**src/rtl/shift_pkg.sv**
```systemverilog
// Shared types and constants for the iterative shift unit.
// The step helper keeps the step-size decision in one place for RTL and tools.
package shift_pkg;

    localparam int WIDTH    = 32;
    localparam int SA_W     = 5;
    localparam int BIG_STEP = 4;

    typedef enum logic [1:0] {
        IDLE = 2'd0,
        BUSY = 2'd1,
        DONE = 2'd2
    } state_t;

    // Large step while enough distance remains, otherwise single-bit steps.
    function automatic logic [SA_W-1:0] next_step(input logic [SA_W-1:0] remaining);
        if (remaining >= SA_W'(BIG_STEP))
            return SA_W'(BIG_STEP);
        else
            return SA_W'(1);
    endfunction

endpackage

```
**src/rtl/shift_step.sv**
```systemverilog
// Combinational single-step shifter: moves the value by BIG_STEP or by one bit.
// Sign fill comes from the current MSB, which arithmetic right shifts never change.
module shift_step
    import shift_pkg::*;
(
    input  logic [WIDTH-1:0] i_value,
    input  logic             i_step_big,
    input  logic             i_right,
    input  logic             i_arith,
    output logic [WIDTH-1:0] o_shifted
);

    logic w_fill;

    assign w_fill = i_right & i_arith & i_value[WIDTH-1];

    always_comb begin
        o_shifted = i_value;
        case ({i_right, i_step_big})
            2'b00:   o_shifted = {i_value[WIDTH-2:0], 1'b0};
            2'b01:   o_shifted = {i_value[WIDTH-1-BIG_STEP:0], {BIG_STEP{1'b0}}};
            2'b10:   o_shifted = {w_fill, i_value[WIDTH-1:1]};
            2'b11:   o_shifted = {{BIG_STEP{w_fill}}, i_value[WIDTH-1:BIG_STEP]};
            default: o_shifted = i_value;
        endcase
    end

endmodule

```
**src/rtl/shift_iter.sv**
```systemverilog
// Multi-cycle shift unit with valid/ready handshakes on both sides.
// Shifts BIG_STEP bits per cycle while possible, then one bit per cycle.
module shift_iter
    import shift_pkg::*;
(
    input  logic             clk,
    input  logic             rst_n,
    input  logic             in_valid,
    output logic             in_ready,
    input  logic [WIDTH-1:0] in_data,
    input  logic [SA_W-1:0]  in_sa,
    input  logic             in_right,
    input  logic             in_arith,
    input  logic             abort,
    output logic             out_valid,
    input  logic             out_ready,
    output logic [WIDTH-1:0] out_data
);

    state_t           r_state;
    logic [WIDTH-1:0] r_value;
    logic [SA_W-1:0]  r_remaining;
    logic             r_right;
    logic             r_arith;
    logic             r_in_ready;
    logic             r_out_valid;

    logic [SA_W-1:0]  w_step;
    logic             w_step_big;
    logic [WIDTH-1:0] w_shifted;

    assign w_step     = next_step(r_remaining);
    assign w_step_big = (w_step == SA_W'(BIG_STEP));

    shift_step u_step (
        .i_value    (r_value),
        .i_step_big (w_step_big),
        .i_right    (r_right),
        .i_arith    (r_arith),
        .o_shifted  (w_shifted)
    );

    // Abort outranks every handshake; the unit only accepts work from IDLE.
    always_ff @(posedge clk or negedge rst_n) begin
        if (!rst_n) begin
            r_state     <= IDLE;
            r_value     <= '0;
            r_remaining <= '0;
            r_right     <= 1'b0;
            r_arith     <= 1'b0;
            r_in_ready  <= 1'b1;
            r_out_valid <= 1'b0;
        end else begin
            case (r_state)
                IDLE: begin
                    if (in_valid && !abort) begin
                        r_value     <= in_data;
                        r_remaining <= in_sa;
                        r_right     <= in_right;
                        r_arith     <= in_arith;
                        r_in_ready  <= 1'b0;
                        if (in_sa == '0) begin
                            r_state     <= DONE;
                            r_out_valid <= 1'b1;
                        end else begin
                            r_state     <= BUSY;
                        end
                    end
                end
                BUSY: begin
                    if (abort) begin
                        r_state     <= IDLE;
                        r_remaining <= '0;
                        r_in_ready  <= 1'b1;
                    end else begin
                        r_value     <= w_shifted;
                        r_remaining <= r_remaining - w_step;
                        if (r_remaining == w_step) begin
                            r_state     <= DONE;
                            r_out_valid <= 1'b1;
                        end
                    end
                end
                DONE: begin
                    if (abort || out_ready) begin
                        r_state     <= IDLE;
                        r_out_valid <= 1'b0;
                        r_in_ready  <= 1'b1;
                    end
                end
                default: begin
                    r_state     <= IDLE;
                    r_remaining <= '0;
                    r_in_ready  <= 1'b1;
                    r_out_valid <= 1'b0;
                end
            endcase
        end
    end

    assign in_ready  = r_in_ready;
    assign out_valid = r_out_valid;
    assign out_data  = r_value;

endmodule

```
**config.mk**
```make
export PLATFORM = sky130hd
export DESIGN_NAME = shift_iter
export DESIGN_NICKNAME = d
export VERILOG_FILES = /design/src/rtl/shift_pkg.sv /design/src/rtl/shift_step.sv /design/src/rtl/shift_iter.sv
export SDC_FILE = /design/constraint.sdc
export NUM_CORES = 1
export LEC_CHECK = 0
export ABC_AREA = 1
export CORE_AREA = 2 2 95 97
export DETAILED_ROUTE_END_ITERATION = 7
export DIE_AREA = 0 0 97 99
export PLACE_DENSITY = 0.62
export RECOVER_POWER = 25
export SLEW_MARGIN = 0
export SYNTH_ARGS = -nofsm -noshare
export SYNTH_HDL_FRONTEND = slang
export SYNTH_SLANG_ARGS = --single-unit
```
**constraint.sdc**
```tcl
create_clock -name clk -period 3.55 [get_ports clk]
set_input_delay 0.5325 -clock clk [delete_from_list [all_inputs] [get_ports clk]]
set_output_delay 0.5325 -clock clk [all_outputs]
set_load 0.03 [all_outputs]
```
# Word level (Yosys, flattened, before mapping)
# Index checks and enable logic that the tools add are counted.
op_classes:
  n_bitwise: 3
  n_reduce_logical: 13
  mux: 24
  n_addsub: 1
  n_lt_le_gt_ge: 1
  eq_ne: 14
ops:
  columns: ["operator", "n"]
  rows:
  - ["$pmux W32 S4", 1]
  - ["$mux W32", 2]
  - ["$pmux W32 S2", 1]
  - ["$pmux W5 S3", 1]
  - ["$ne A2 B2 Y1 const B", 6]
  - ["$mux W2", 5]
  - ["$mux W5", 2]
  - ["$reduce_and A3 Y1", 3]
  - ["$mux W1", 8]
  - ["$eq A2 B2 Y1 const B", 3]
  - ["$pmux W1 S3", 2]
  - ["$pmux W2 S3", 1]
  - ["$eq A5 B3 Y1", 1]
  - ["$eq A5 B3 Y1 const B", 1]
  - ["$ge A5 B3 Y1 const B", 1]
  - ["$logic_not A5 Y1", 1]
  - ["$reduce_and A5 Y1", 1]
  - ["$sub A5 B3 Y5", 1]
  - ["$eq A2 B1 Y1 const B", 2]
  - ["$logic_not A2 Y1", 2]
  - ["$reduce_and A2 Y1", 2]
  - ["$mux W3", 1]
  - ["$ne A3 B3 Y1 const B", 1]
  - ["$and A1 B1 Y1", 2]
  - ["other kinds (5)", 5]
word_totals:
  out_inout_bits: 34
  elab_cells: 63
  in_bits: 44
  register_bits: 43

# Logic depth before layout (Yosys ltp)
logic_depth:
  word_depth: 7
  ltp_mapped: 12
  depth_no_buf: 11

# Modules after synthesis
# From an unflattened synthesis, not the netlist that was laid out.
unflattened:
  hier_cells: 464
  area_unflattened_um2: 3108.0
modules_own_cells:
  columns: ["module", "seq_area_each_um2", "instances", "cells_per_inst", "area_each_um2"]
  rows:
  - ["shift_iter", 1077.3, 1, 269, 2144.6]
  - ["shift_step", 0.0, 1, 195, 963.4]

# Worst setup path before layout
# Ideal clock, no wire load.
synth_timing:
  path_kind: "flip-flop to flip-flop"
  startpoint: "register r_remaining[4]"
  endpoint: "register r_remaining[4]"
  synth_period_minus_slack_ps: 1740
  n_path_buf: 1
  slack_ps: 1810
  t_required_ps: 3467
  setup_time_ps: 83
  path_stages_with_launch: 13
  arrival_ps: 1658
  cell_sequence: "dfrtp_1 inv_1 nand2_1 nor2_2 buf_2 ha_1 ha_1 o21ai_0 nand2_1 nand2_1 o21ai_0 nand2_1 o21ai_0"
synth_between:
  elab_chain_cells: 5
synth_rtl:
  columns: ["item", "line_no", "rtl"]
  rows:
  - ["from (decl)", "shift_iter.sv:22", "logic [SA_W-1:0] r_remaining;"]
  - ["from (signal assigned)", "shift_iter.sv:58", "r_remaining <= in_sa;"]
  - ["from (signal assigned)", "shift_iter.sv:77", "r_remaining <= r_remaining - w_step;"]
  - ["$ge A5 B3 Y1", "shift_pkg.sv:17", "if (remaining >= SA_W'(BIG_STEP))"]
  - ["$mux W3", "shift_pkg.sv:17", null]
  - ["$sub A5 B3 Y5 (*)", "shift_iter.sv:77", null]
  - ["$mux W5 (*)", "shift_iter.sv:71", "if (abort) begin"]
  - ["$pmux W5 S3 (*)", "shift_iter.sv:54", "case (r_state)"]
# Mark *: on every way between the ends. The rest lies on a longest branch, timed or not.
# A chain may end at the register's enable or synchronous reset.

# Final worst setup path
layout_timing:
  startpoint: "register r_remaining[3]"
  endpoint: "register r_remaining[4]"
# The elaborated chain is that of the path after synthesis.

==> metrics <==
status=finished with violations; violated checks=max-capacitance violations, max-slew violations; post-synthesis mux area share=0%; Starting Density=about two fifths; clock skew=11.7 ps; maximum vdd ir drop=between 0.4 and 0.5 mV; Synth Area in Simple Gates=between 30 and 40%; antenna cells=0; detailed-route via count=between 3000 and 4000; worst-margin pin slew=2350 ps; Fmax achieved=roughly 440 MHz; Die Y=around 100 µm; first-pass GRT wire length=16300 µm; met3 WL post-DR=469 µm; CTS resizes=0; Final Power=about 4.5 mW; dpl hpwl=between 6000 and 7000 µm; critical path launch point type=flop; Syn Inst Count=just over 500; worst path arrival time=between 2000 and 2500 ps; port bufs=between 70 and 80; PD cells=approximately 1100 nW/µm²; fin crit period=2280 ps; worst path required time=3760 ps; worst min path class=reg -> reg; clock tree from TritonCTS=done; adder-cell area share of the yosys netlist=between 1 and 1.5%; Post-synth EDFFs=0; max_cap viols=1; GRT Util Overall=roughly a fifth; Sinks on Clock Net=43; met2 routed WL=approximately 4400 µm; Yosys warning total=0; Clk Latency, worst-skew pair=about 300 ps; setup TNS=0 ps; Post-Syn Area=3370 µm²; cts-stage hold buffer count=0; Seq/Total Area, Yosys=about a third; Synth Flop Type=dfrtp_1; Final GP Congestion=between 0.8 and 0.9; 1st-iter DRT viols=between 200 and 250; complex-gate fraction of the synthesized area=about a fifth; Metal-1 WL=~4500 µm; Post-Synth XOR/XNOR Area=less than 1%; post-synth cell types=33; H-tree levels=2; endpoints failing hold=0; critical path peak fanout=17; highest-count cells in the layout ignoring fill and taps=nand2_1 (127), clkdlybuf4s50_1 (76), nand3_1 (59); P_leak=1.99 nW; Rel. slew slack=-56.4%; Crit Path Class=reg -> reg; Die ar.=around 9600 µm²; initial antenna violation count=0; TritonCTS Buffers=5; DRT Pass-1 Iters=5; Post-Syn Nets=550; Mapped Avg Cell Area=~6.7 µm²; endpoints failing setup=0; drt via density=about 5.2; Max Slew Vio Count=between 40 and 50; commonest non-fill, non-tap cell in the layout=nand2_1; Post-CTS Setup Bufs=0; Synth async-reset ratio=100%; drt total wl=roughly 9600 µm; # nets final=~610; RSZ-0062 raised after global routing=false; FF-to-FF setup slack=1270 ps; GRT overflow=0; Core Footprint=between 8000 and 9000 µm²; clk slew on worst S/H paths=approximately 70 ps; share of cells above drive strength 1=~13%; period utilization=between 60 and 70%; Synth Register Bits=43; largest net degree at the start of global routing=46; vias in the first global route=between 3000 and 4000; wire per inst=about 14 µm; main combinational cell family by area after synthesis=simple AND/OR/NAND/NOR gates; Layout area overhead=25.9%; crit end category=flop; Clock Path Buffers=2; clock root cell=clkbuf_8; io pins=slightly below 80; FP Rows=34; DRT antenna net count=0; # DRC=0; Die Width=a little under 100 µm; uppermost layer routed=met4
Yosys cell counts, types with 2 or more instances:
cell type	count	area share (%)
nand2_1	127	14
nand3_1	59	8.8
o21ai_0	56	8.3
inv_1	50	5.6
dfrtp_1	42	31
nor2_1	42	4.7
a21oi_2	34	8.8
a21oi_1	16	2.4
buf_2	12	1.8
nand4_1	12	2.2
nor2_2	7	1.3
buf_1	5	0.56
clkbuf_1	5	0.56
inv_2	5	0.56
buf_8	3	1.3
ha_1	3	1.1
o21ai_1	3	0.45
o22ai_1	3	0.56
clkbuf_2	2	0.30
nand3_2	2	0.59
nor2_4	2	0.67
or2_2	2	0.37
cells by family (layout without fill, tap and decap cells):
| family | count (synthesis) | in the layout |
|---|---|---|
| AO/OA/AOI/OAI | 114 | 114 |
| XOR/XNOR | 1 | 1 |
| AND/OR/NAND/NOR | 256 | 256 |
| flip-flops | 43 | 43 |
| adder cells (fa/ha/maj) | 3 | 3 |
| buffers and inverters | 86 | 149 |
cell type report:
type / instances / area, µm²
tap: 108 / 135
sequential: 43 / 1080
fill: 907 / 4310
inverter: 57 / 221
timing repair buffer: 84 / 817
multi-input combinational: 374 / 1900
clock inverter: 1 / 5.00
clock buffer: 7 / 86.3
critical path, cell delays in order, from the launching register on:
cell and delay, ps:
dfrtp_1 470, inv_2 70, nand2_1 70, nor2_2 550, ha_1 300, ha_1 200
o21ai_0 140, nand2_1 80, nand2_1 40, o21ai_0 140, nand2_1 60, o21ai_0 80
flip-flops by register name, summed over array words and instances, names as in the netlist:
name	cells
r_right	1
r_remaining	5
out_data	32
out_valid	1
r_state	2
r_arith	1
in_ready	1
metrics by stage:
stage | instance area [µm²] | util [%] | hold WS, ps | std cells | worst slack, ps
4_1_cts | 4240 | 49.6 | 419 | 674 | 1270
3_5_place_dp | 4150 | 48.5 | 468 | 666 | 1200
6_report | 4240 | 49.6 | 480 | 674 | 1270
5_1_grt | 4240 | 49.6 | 517 | 674 | 775
3_3_place_gp | 4150 | 48.5 | 456 | 666 | 1260
2_1_floorplan | 3370 | - | 237 | 503 | 1810
per-layer routing:
layer	up-vias	global-route usage, %
li1	1761	-
met1	1598	29.0
met2	118	32.7
met3	10	2.70
met4	0	5.96
met5	-	0
worst paths after layout:
path,startpoint,endpoint,depth (start not counted)
hold / removal,out_valid$_DFFE_PN0P_,out_valid$_DFFE_PN0P_,2
setup / recovery,r_remaining[3]$_DFFE_PN0P_,r_remaining[4]$_DFFE_PN0P_,11
setup reg to reg,r_remaining[3]$_DFFE_PN0P_,r_remaining[4]$_DFFE_PN0P_,11
min in group asynchronous,rst_n,out_data[24]$_DFFE_PN0P_,1
hold reg to reg,out_valid$_DFFE_PN0P_,out_valid$_DFFE_PN0P_,2
max in group asynchronous,rst_n,out_data[3]$_DFFE_PN0P_,1
where the power goes:
part | leakage [nW] | internal [mW] | switching (mW)
combinational | 1.44 | 1.11 | 1.93
sequential | 0.502 | 0.736 | 0.364
clock | 0.0482 | 0.157 | 0.168
No activity file was read; power rests on OpenSTA's default activity.
